===== src/rtl/ccg_exhaustive_sig.sv =====
// Exhaustive pattern sweep over a combinational benchmark with MISR compaction.
// Patterns go out in binary or Gray order; responses are folded in LAT cycles later.
module ccg_exhaustive_sig #(
  parameter int N_IN  = 4,
  parameter int N_OUT = 20,
  parameter int LAT   = 1
) (
  input  logic             clk,
  input  logic             rst,
  input  logic             start,
  input  logic             abort,
  input  logic             gray_i,
  output logic [N_IN-1:0]  pat_o,
  input  logic [N_OUT-1:0] resp_i,
  output logic             busy,
  output logic             done,
  output logic [31:0]      sig_o
);

  typedef enum logic [1:0] {IDLE, RUN, DRAIN, DONE} state_t;

  localparam logic [N_IN-1:0] CNT_LAST = '1;
  localparam logic [2:0]      DR_LAST  = 3'(LAT > 0 ? LAT - 1 : 0);

  state_t          state;
  logic [N_IN-1:0] cnt;
  logic [2:0]      dcnt;
  logic            mode;
  logic [31:0]     sig;
  logic            run, kill, cap, fb;

  assign run  = (state == RUN);
  assign kill = abort && (state == RUN || state == DRAIN);
  assign fb   = sig[31] ^ sig[21] ^ sig[1] ^ sig[0];

  // cap marks the cycle in which resp_i belongs to a pattern issued LAT cycles earlier
  generate
    if (LAT == 0) begin : g_nolat
      assign cap = run;
    end else begin : g_lat
      logic [LAT:1] vld_pipe;
      always_ff @(posedge clk or posedge rst) begin
        if (rst) begin
          vld_pipe <= '0;
        end else if (kill) begin
          vld_pipe <= '0;
        end else begin
          vld_pipe[1] <= run;
          for (int i = 2; i <= LAT; i++) vld_pipe[i] <= vld_pipe[i-1];
        end
      end
      assign cap = vld_pipe[LAT];
    end
  endgenerate

  always_ff @(posedge clk or posedge rst) begin
    if (rst) begin
      state <= IDLE;
      cnt   <= '0;
      dcnt  <= '0;
      mode  <= 1'b0;
      sig   <= '0;
    end else begin
      if (cap && !kill) sig <= {sig[30:0], fb} ^ 32'(resp_i);
      case (state)
        IDLE, DONE: begin
          if (start && !abort) begin
            state <= RUN;
            cnt   <= '0;
            mode  <= gray_i;
            sig   <= 32'hFFFF_FFFF;
          end else begin
            state <= IDLE;
          end
        end
        RUN: begin
          if (abort) begin
            state <= IDLE;
          end else if (cnt == CNT_LAST) begin
            state <= (LAT == 0) ? DONE : DRAIN;
            dcnt  <= '0;
          end else begin
            cnt <= cnt + 1'b1;
          end
        end
        DRAIN: begin
          if (abort)                 state <= IDLE;
          else if (dcnt == DR_LAST)  state <= DONE;
          else                       dcnt  <= dcnt + 1'b1;
        end
        default: state <= IDLE;
      endcase
    end
  end

  always_comb begin
    pat_o = '0;
    if (run) pat_o = mode ? (cnt ^ (cnt >> 1)) : cnt;
  end

  assign busy  = (state == RUN) || (state == DRAIN);
  assign done  = (state == DONE);
  assign sig_o = sig;

endmodule


===== config.mk =====
export PLATFORM = sky130hd
export DESIGN_NAME = ccg_exhaustive_sig
export DESIGN_NICKNAME = d
export VERILOG_FILES = /design/src/rtl/ccg_exhaustive_sig.sv
export SDC_FILE = /design/constraint.sdc
export NUM_CORES = 1
export LEC_CHECK = 0
export CORE_ASPECT_RATIO = 0.7
export CORE_MARGIN = 8
export CORE_UTILIZATION = 45
export DETAILED_ROUTE_END_ITERATION = 12
export PLACE_DENSITY_LB_ADDON = 0.3
export SLEW_MARGIN = 20
export SYNTH_ARGS = -nofsm -noshare
export SYNTH_HDL_FRONTEND = slang
export SYNTH_SLANG_ARGS = --single-unit

===== constraint.sdc =====
create_clock -name clk -period 1.8 [get_ports clk]
set_input_delay 0.18 -clock clk [delete_from_list [all_inputs] [get_ports clk]]
set_output_delay 0.18 -clock clk [all_outputs]
set_load 0.01 [all_outputs]

==> results of run 1 <==
## worst register-to-register path, stage by stage, from the launching register on
cell,delay (ps)
dfrtp_1,410
ha_2,420
nor2b_1,400
a211oi_2,90
mux2_2,270
## Yosys cell counts, types with 3 or more instances
cell type  number
o211ai_1       19
nand2_1        50
dfrtp_1        43
mux2i_1         4
inv_1           8
xnor2_1        24
a21oi_1         3
buf_2           7
ha_1            8
nor2b_1         5
nor2_1          4
nand3_1        14
## power groups by stage
stage	Sequential [uW]	Clock [uW]	Combinational, uW
CTS	1760	637	2400
detailed placement	1780	0	2340
floorplan	1860	0	1150
finish	1760	627	2380
global route	1830	677	2630
global placement	1770	0	2280
## flip-flops by register name, summed over array words and instances, names as in the netlist
register / flops
sig_o: 32
cnt: 4
dcnt: 3
state: 2
cap: 1
mode: 1
## cell families after synthesis
family / after synthesis / synth area share
compound gates: 37 / 0.136
xor+xnor: 24 / 0.0955
fa+ha+maj: 8 / 0.0455
buf+inv: 19 / 0.0364
flops: 43 / 0.489
mux: 5 / 0.0233
simple gates: 83 / 0.174
## final cells by class
type                    instances  share of cell area
multi-input cells             157               0.350
inverters                       9              0.0109
clock inverters                 3             0.00770
clock buffers                   5              0.0223
well taps                      69              0.0280
flip-flops and latches         43               0.348
repair buffers                 73               0.233
## worst max path at each step
stage	end	start	slack [ps]	cells past startpoint
2_1_floorplan	cnt[0]	state[0]	150	7
3_3_place_gp	cnt[0]	state[0]	90	5
3_5_place_dp	cnt[0]	state[0]	10	6
4_1_cts	pat_o[0]	cnt[1]	6	5
5_1_grt	cnt[1]	state[1]	5	5
6_report	pat_o[1]	cnt[1]	70	5
## metrics by stage
stage	utilization	setup slack (ps)	total power [uW]	std cells
global route	0.649	5.04	5140	359
floorplan	-	151	3010	219
CTS	0.646	6.20	4800	358
detailed placement	0.618	12.8	4130	346
global placement	0.618	85.8	4050	346
finish	0.649	68.9	4770	359
## what timing repair did
action	4_1_cts	5_1_grt
setup endpoints to repair	5	4
gates resized for setup	8	5
setup buffers	4	1
hold buffers	0	0
pin swaps	0	0
## per-layer routing
layer / vias up / part of all wire / track usage
li1: 895 / - / -
met1: 864 / 0.47 / 0.172
met2: 42 / 0.46 / 0.233
met3: 6 / 0.058 / 0.0402
met4: 0 / 0.012 / 0.0534
met5: - / 0 / 0
==> flow_summary.ini, run 1 <==
[place]
port_buffers = 62
placed_area_um2 = 2940
place.gp.congestion = 0.802
post-dp-hpwl_mm = 3.83

[clocking]
clkTransAtPathRegs_ps = 80
clkLatencyLatePin_ps = 300
cts_buffer_depth = 2
cts_inserted_buffers = 5
cts.sinks = 43
root_buffer = clkbuf_8
htreeDepth = 2
tritoncts = built

[floorplanning]
die-area_um2 = 7420
die_w_um = 99.6
core_um2 = 4760
ios = 63
placementRows = 21
start_util = 0.463
die_h_um = 74.5

[synth]
ys.flop_type = dfrtp_1
synth_top_area_frac = 0.489
synth_edf_count = 0
synth-seq-cells = 43
synth_nets = 252
synth-seq-area-share = 0.489
synth_warnings = 0
yosysTopAreaCell = dfrtp_1
syn_inst = 219
async_flop_share = 1.00
synth_area_per_cell_um2 = 10.0
syn_area_um2 = 2200
ys_types = 38
ys_top_cells_by_area = dfrtp_1 (49%), xnor2_1 (9.6%), nand2_1 (8.5%)

[drt]
ant_nets = 0
firstDrtPassIters = 4
drt-total-wl_mm = 5.11
vias = 1807
drc = 0
viasPerCell = 5.03
drt_iter0_markers = 68
wl_per_cell_um = 14.2

[final_layout]
fillerInstances = 376
seq_area_um2 = 1080
area_growth_pct = 40.3
multi_input_area_um2 = 1080
mostFrequentLayoutCells = clkdlybuf4s50_1 (57), nand2_1 (50), dfrtp_1 (43)
nNetsFinal = 322
antenna_cells = 0
drive_gt1_frac = 0.110
design_area_um2 = 3090
final_common_cell = clkdlybuf4s50_1

[power]
p_sw_uw = 1810
combPwrFrac = 0.500
leakage_uw = 0.00134
clockPowerShare = 0.132
seqPwrFrac = 0.368
ir_drop_v = 0.000670
power_density_nw_per_um2 = 1540
power.internal_uw = 2960
sw_frac_of_total = 0.379

[critical_path]
critPathMaxStageDelay_ps = 390
path_class = reg2out
cp_slowest_cell = dfrtp_1
cp_top_family = buffers and inverters
cp-end-kind = output pin
r2r_end = cnt[0]
critPathBufInv = 2
rrSetupSlack_ps = 100
required_ps = 1620
crit_path_cell_trace = buf_4, ha_1, mux2i_1, nor2b_1, dlygate4sd2_1
reg2reg_depth = 4
cp_data_arrival_time_ps = 1550
path_max_fanout = 2
cp-start-kind = flop
r2r_start = state[1]

[global_route]
track_usage = 0.141
grt_pass1_wl_mm = 8.49
gr-total-overflow = 0
grt_pass1_vias = 1875
antenna_found_initial = 0
grt_max_degree = 44

[timing]
drv_slew = 0
finClkSkew_ps = 9.14
setup_tns_ps = 0
setup_viol = 0
rsz0062_at_grt = no
timing.hold.ws_ps = 219
slew_headroom = 0.723
hold_viol_final = 0
timing.final.crit_share = 0.962
fmax_mhz = 578
post-route-min-period_ps = 1730
worstMarginPinSlew_ps = 415

[hold_path]
hold_class = in2async

[status]
status = completed

[run]
cap_violations = 0
Power figures use the tool's default switching activity.
==> run 2: changes to the inputs <==
clock period = 2.2 ns   (was 1.8 ns; I/O delays follow)
==> flow_summary.ini, run 2 (synthesis gave the netlist of run 1 again) <==
[timing]
timing.final.crit_share = 0.928
timing.hold.ws_ps = 363
fmax_mhz = 490
drv_slew = 0
setup_tns_ps = 0
setup_viol = 0
hold_viol_final = 0
rsz0062_at_grt = no
post-route-min-period_ps = 2040
finClkSkew_ps = 7.35
slew_headroom = 0.650
worstMarginPinSlew_ps = 525

[drt]
drt_iter0_markers = 87
drt-total-wl_mm = 5.07
wirelength_met1_mm = 2.40
wl_per_cell_um = 14.4
drc = 0
topRoutingLayerUsed = met4
met3_length_um = 319
met2_length_mm = 2.29
vias = 1759
firstDrtPassIters = 4
ant_nets = 0
viasPerCell = 5.00

[hold_path]
hold_class = in2async

[power]
ir_drop_v = 0.000559
power_density_nw_per_um2 = 1280
leakage_uw = 0.00129

[critical_path]
cp-start-kind = flop
path_class = reg2out
required_ps = 1980
cp_slowest_cell = clkdlybuf4s50_1
crit_path_cell_trace = inv_1, ha_1, nor2b_1, clkdlybuf4s50_1
cp-end-kind = output pin
reg2reg_depth = 6
path_max_fanout = 8
r2r_start = state[0]
rrSetupSlack_ps = 430
cp_data_arrival_time_ps = 1820
critPathMaxStageDelay_ps = 550
r2r_end = sig_o[15]

[global_route]
grt_pass1_vias = 1729
grt_pass1_wl_mm = 8.33
gr-total-overflow = 0
antenna_found_initial = 0
grt_max_degree = 44
track_usage = 0.140

[final_layout]
area_growth_pct = 37.0
final_common_cell = clkdlybuf4s50_1
largest_register_ff_count = 32
utilization = 0.634
nNetsFinal = 315
mostFrequentLayoutCells = clkdlybuf4s50_1 (62), nand2_1 (50), dfrtp_1 (43)
drive_gt1_frac = 0.0707
design_area_um2 = 3020
antenna_cells = 0

[clocking]
clkTransAtPathRegs_ps = 80
root_buffer = clkbuf_8
htreeDepth = 2
cts_inserted_buffers = 5
cts_buffer_depth = 2
cts_resized = 0
cts.sinks = 43
postCtsSetupBuffers = 0
tritoncts = built
clkLatencyLatePin_ps = 290
hold_buffers = 0

[floorplanning]
die_w_um = 99.6
die_h_um = 74.5
placementRows = 21
ios = 63
core_um2 = 4760
die-area_um2 = 7420
start_util = 0.463

[place]
port_buffers = 62
post-dp-hpwl_mm = 3.75
placed_area_um2 = 2910
place.gp.congestion = 0.881

[run]
cap_violations = 0

[status]
status = completed
==> run 2: where the power goes <==
| group | total (uW) | switching [uW] | internal, uW | leakage [uW] |
|---|---|---|---|---|
| clock network | 548 | 263 | 286 | 0.0000505 |
| registers | 1440 | 323 | 1120 | 0.000473 |
| logic | 1870 | 845 | 1020 | 0.000766 |
| total | 3860 | 1430 | 2430 | 0.00129 |
==> run 2: per-layer routing <==
layer,vias to the layer above,global-route usage
met3,4,0.0449
met4,0,0.0451
li1,878,-
met5,-,0
met1,832,0.181
met2,45,0.219
==> run 2: layout make-up <==
| type | count | area [um^2] |
|---|---|---|
| Clock buffer | 7 | 96.3 |
| Inverter | 9 | 33.8 |
| Tap cell | 69 | 86.3 |
| Fill cell | 392 | 1740 |
| Timing Repair Buffer | 66 | 663 |
| Multi-Input combinational cell | 157 | 1050 |
| Sequential cell | 43 | 1080 |
| Clock inverter | 1 | 7.51 |
==> run 2: worst max-delay path by stage <==
stage,startpoint,to
floorplan,state[0],cnt[0]
global placement,abort,sig_o[2]
detailed placement,abort,sig_o[19]
CTS,state[1],pat_o[2]
global route,state[1],pat_o[1]
finish,state[1],pat_o[2]
==> run 2: stage by stage <==
step	power (uW)	setup WS (ps)	std cells
floorplan	2460	551	219
global placement	3290	420	344
detailed placement	3350	392	344
CTS	3900	141	352
global route	4160	55.8	352
finish	3860	158	352
==> run 2: critical path, delay by kind of cell (launching register included) <==
kind	cells	cell delay (ps)
adders and majority gates	1	320
DFF	1	400
buffers and inverters	2	630
and+or+nand+nor	1	190
==> RTL change: new RTL, settings of run 1 <==
Set the parameter `N_IN` to 3 (it was 4).
--- a/src/rtl/ccg_exhaustive_sig.sv
+++ b/src/rtl/ccg_exhaustive_sig.sv
@@ -1,7 +1,7 @@
 // Exhaustive pattern sweep over a combinational benchmark with MISR compaction.
 // Patterns go out in binary or Gray order; responses are folded in LAT cycles later.
 module ccg_exhaustive_sig #(
-  parameter int N_IN  = 4,
+  parameter int N_IN  = 3,
   parameter int N_OUT = 20,
   parameter int LAT   = 1
 ) (
Ports: changed (resized pat_o); port bits go from 63 to 62. No check against the original RTL was run, so the function may have changed too.
==> RTL change against run 1 <==
- via count is 6.0% lower
- clock skew fell by 0.0058 ns
- routed wire length shrank 3.5%
- sequential cell count fell by 1
- synthesized area is 4.9% lower
- worst setup slack worse by 0.0039 ns
- cell area decreased by 3.9%
- critical path type is now register to register
- critical endpoint is now state[1]
Power is not compared: it rests on default switching activity, and its combinational part moved more than twofold at a synthesized area within 25%.
==> RTL change: results (changes against run 1) <==
Vias per Instance 5.099 (+1.3%); Post-synth ARST share 100.0% (unchanged); met3 wire len 327 µm (+9.7%); Distinct cells, synth 29 (-24%); crit path max fanout 9 (+7); nets@finish 309 (-4.0%); final cell count without fillers 333 (-7.2%); global-route wire length before repair 8.197 mm (-3.5%); mux cell area share after synthesis 3.768% (+1.4 points); area delta synth->final 41.81%; Critical Path Sink Type register; area fraction in compound gates after synthesis 10.89% (-2.8 points); Max transition margin 76.20% (+3.9 points); GRT Resource Usage Total 14.13% (+0.039 points); WS Path Type register to register; pin count of the biggest net entering global routing 43 (-2.3%); number of port buffers 61 (-1.6%); Post-synth top cells nand2_1, dfrtp_1, xnor2_1, o211ai_1, nand3_1; Final GP Congestion 0.7427 (-7.4%); placed cell areas 2803 µm² (-4.6%); DR WL/cell 14.81 µm (+4.0%); sequential fraction of the synthesis area 50.24% (+1.3 points); Final HPWL DP 3.530 mm (-7.9%); layout cell share with drive strength beyond 1 10.07% (-0.96 points); Synth Area in XOR/XNOR 9.629% (+0.078 points); DP Worst Slack -0.004144 ns (-0.01692 ns); first-iteration detailed-routing DRC count 70 (+2.9%); critical path data arrival time 1.92 ns (+0.37 ns); status finished, final reports clean; Placed Instances 321 (-7.2%); vias in the first global route 1703 (-9.2%); met1 WL 2.312 mm (-3.7%); Leakage Power 1.310 nW; Fill cells 349 (-7.2%); top cells by area, synth dfrtp_1, xnor2_1, nand2_1; Synth Instances 210 (-4.1%); Synthesized Nets 242 (-4.0%); clk_skew 0.003300 ns (-0.005839 ns); adder-cell share of the synthesized area 4.187% (-0.36 points); WL met2 2.230 mm (-5.2%)
## RTL change: worst paths after layout
kind,from,end,slack [ns],depth (start not counted)
worst min-delay path,rst,sig_o[16],0.21,3
min in group clk,gray_i,mode,0.49,2
worst max-delay path,state[1],state[1],0.06,7
max in group asynchronous,rst,sig_o[24],1.39,3
worst min register to register,sig_o[28],sig_o[28],0.52,2
worst max register to register,state[1],state[1],0.06,7
## RTL change: final cells by class
type | instances | share of cell area [%]
sequential | 42 | 35.43
multi-input combinational | 148 | 32.98
timing repair buffer | 72 | 24.50
clock buffer | 6 | 2.446
tap | 55 | 2.320
clock inverter | 2 | 1.265
inverter | 8 | 1.054
## RTL change: routing by layer
layer,vias to the layer above,global-route usage [%]
li1,840,-
met4,0,5.017
met1,800,17.87
met2,51,21.86
met5,-,0
met3,7,4.920
## RTL change: worst max-delay path: stages (launching register included)
cell and delay, ns:
dfrtp_1 0.42, buf_4 0.16, inv_1 0.10, ha_4 0.19
nor2b_2 0.19, a21oi_1 0.06, nor2_1 0.15, mux2_2 0.36
## RTL change: power by group through the flow
stage / clock network, mW / logic [mW] / registers (mW)
finish: 0.744 / 1.08 / 1.32
global route: 0.797 / 1.19 / 1.36
CTS: 0.758 / 1.09 / 1.33
detailed placement: 0 / 1.08 / 1.35
global placement: 0 / 1.05 / 1.34
floorplan: 0 / 0.466 / 1.39
## RTL change: repair_timing
item                       CTS  global route
resized for setup            9             3
hold buffers                 0             0
setup endpoints to repair    5             4
hold endpoints to repair     0             0
setup buffers                3             1
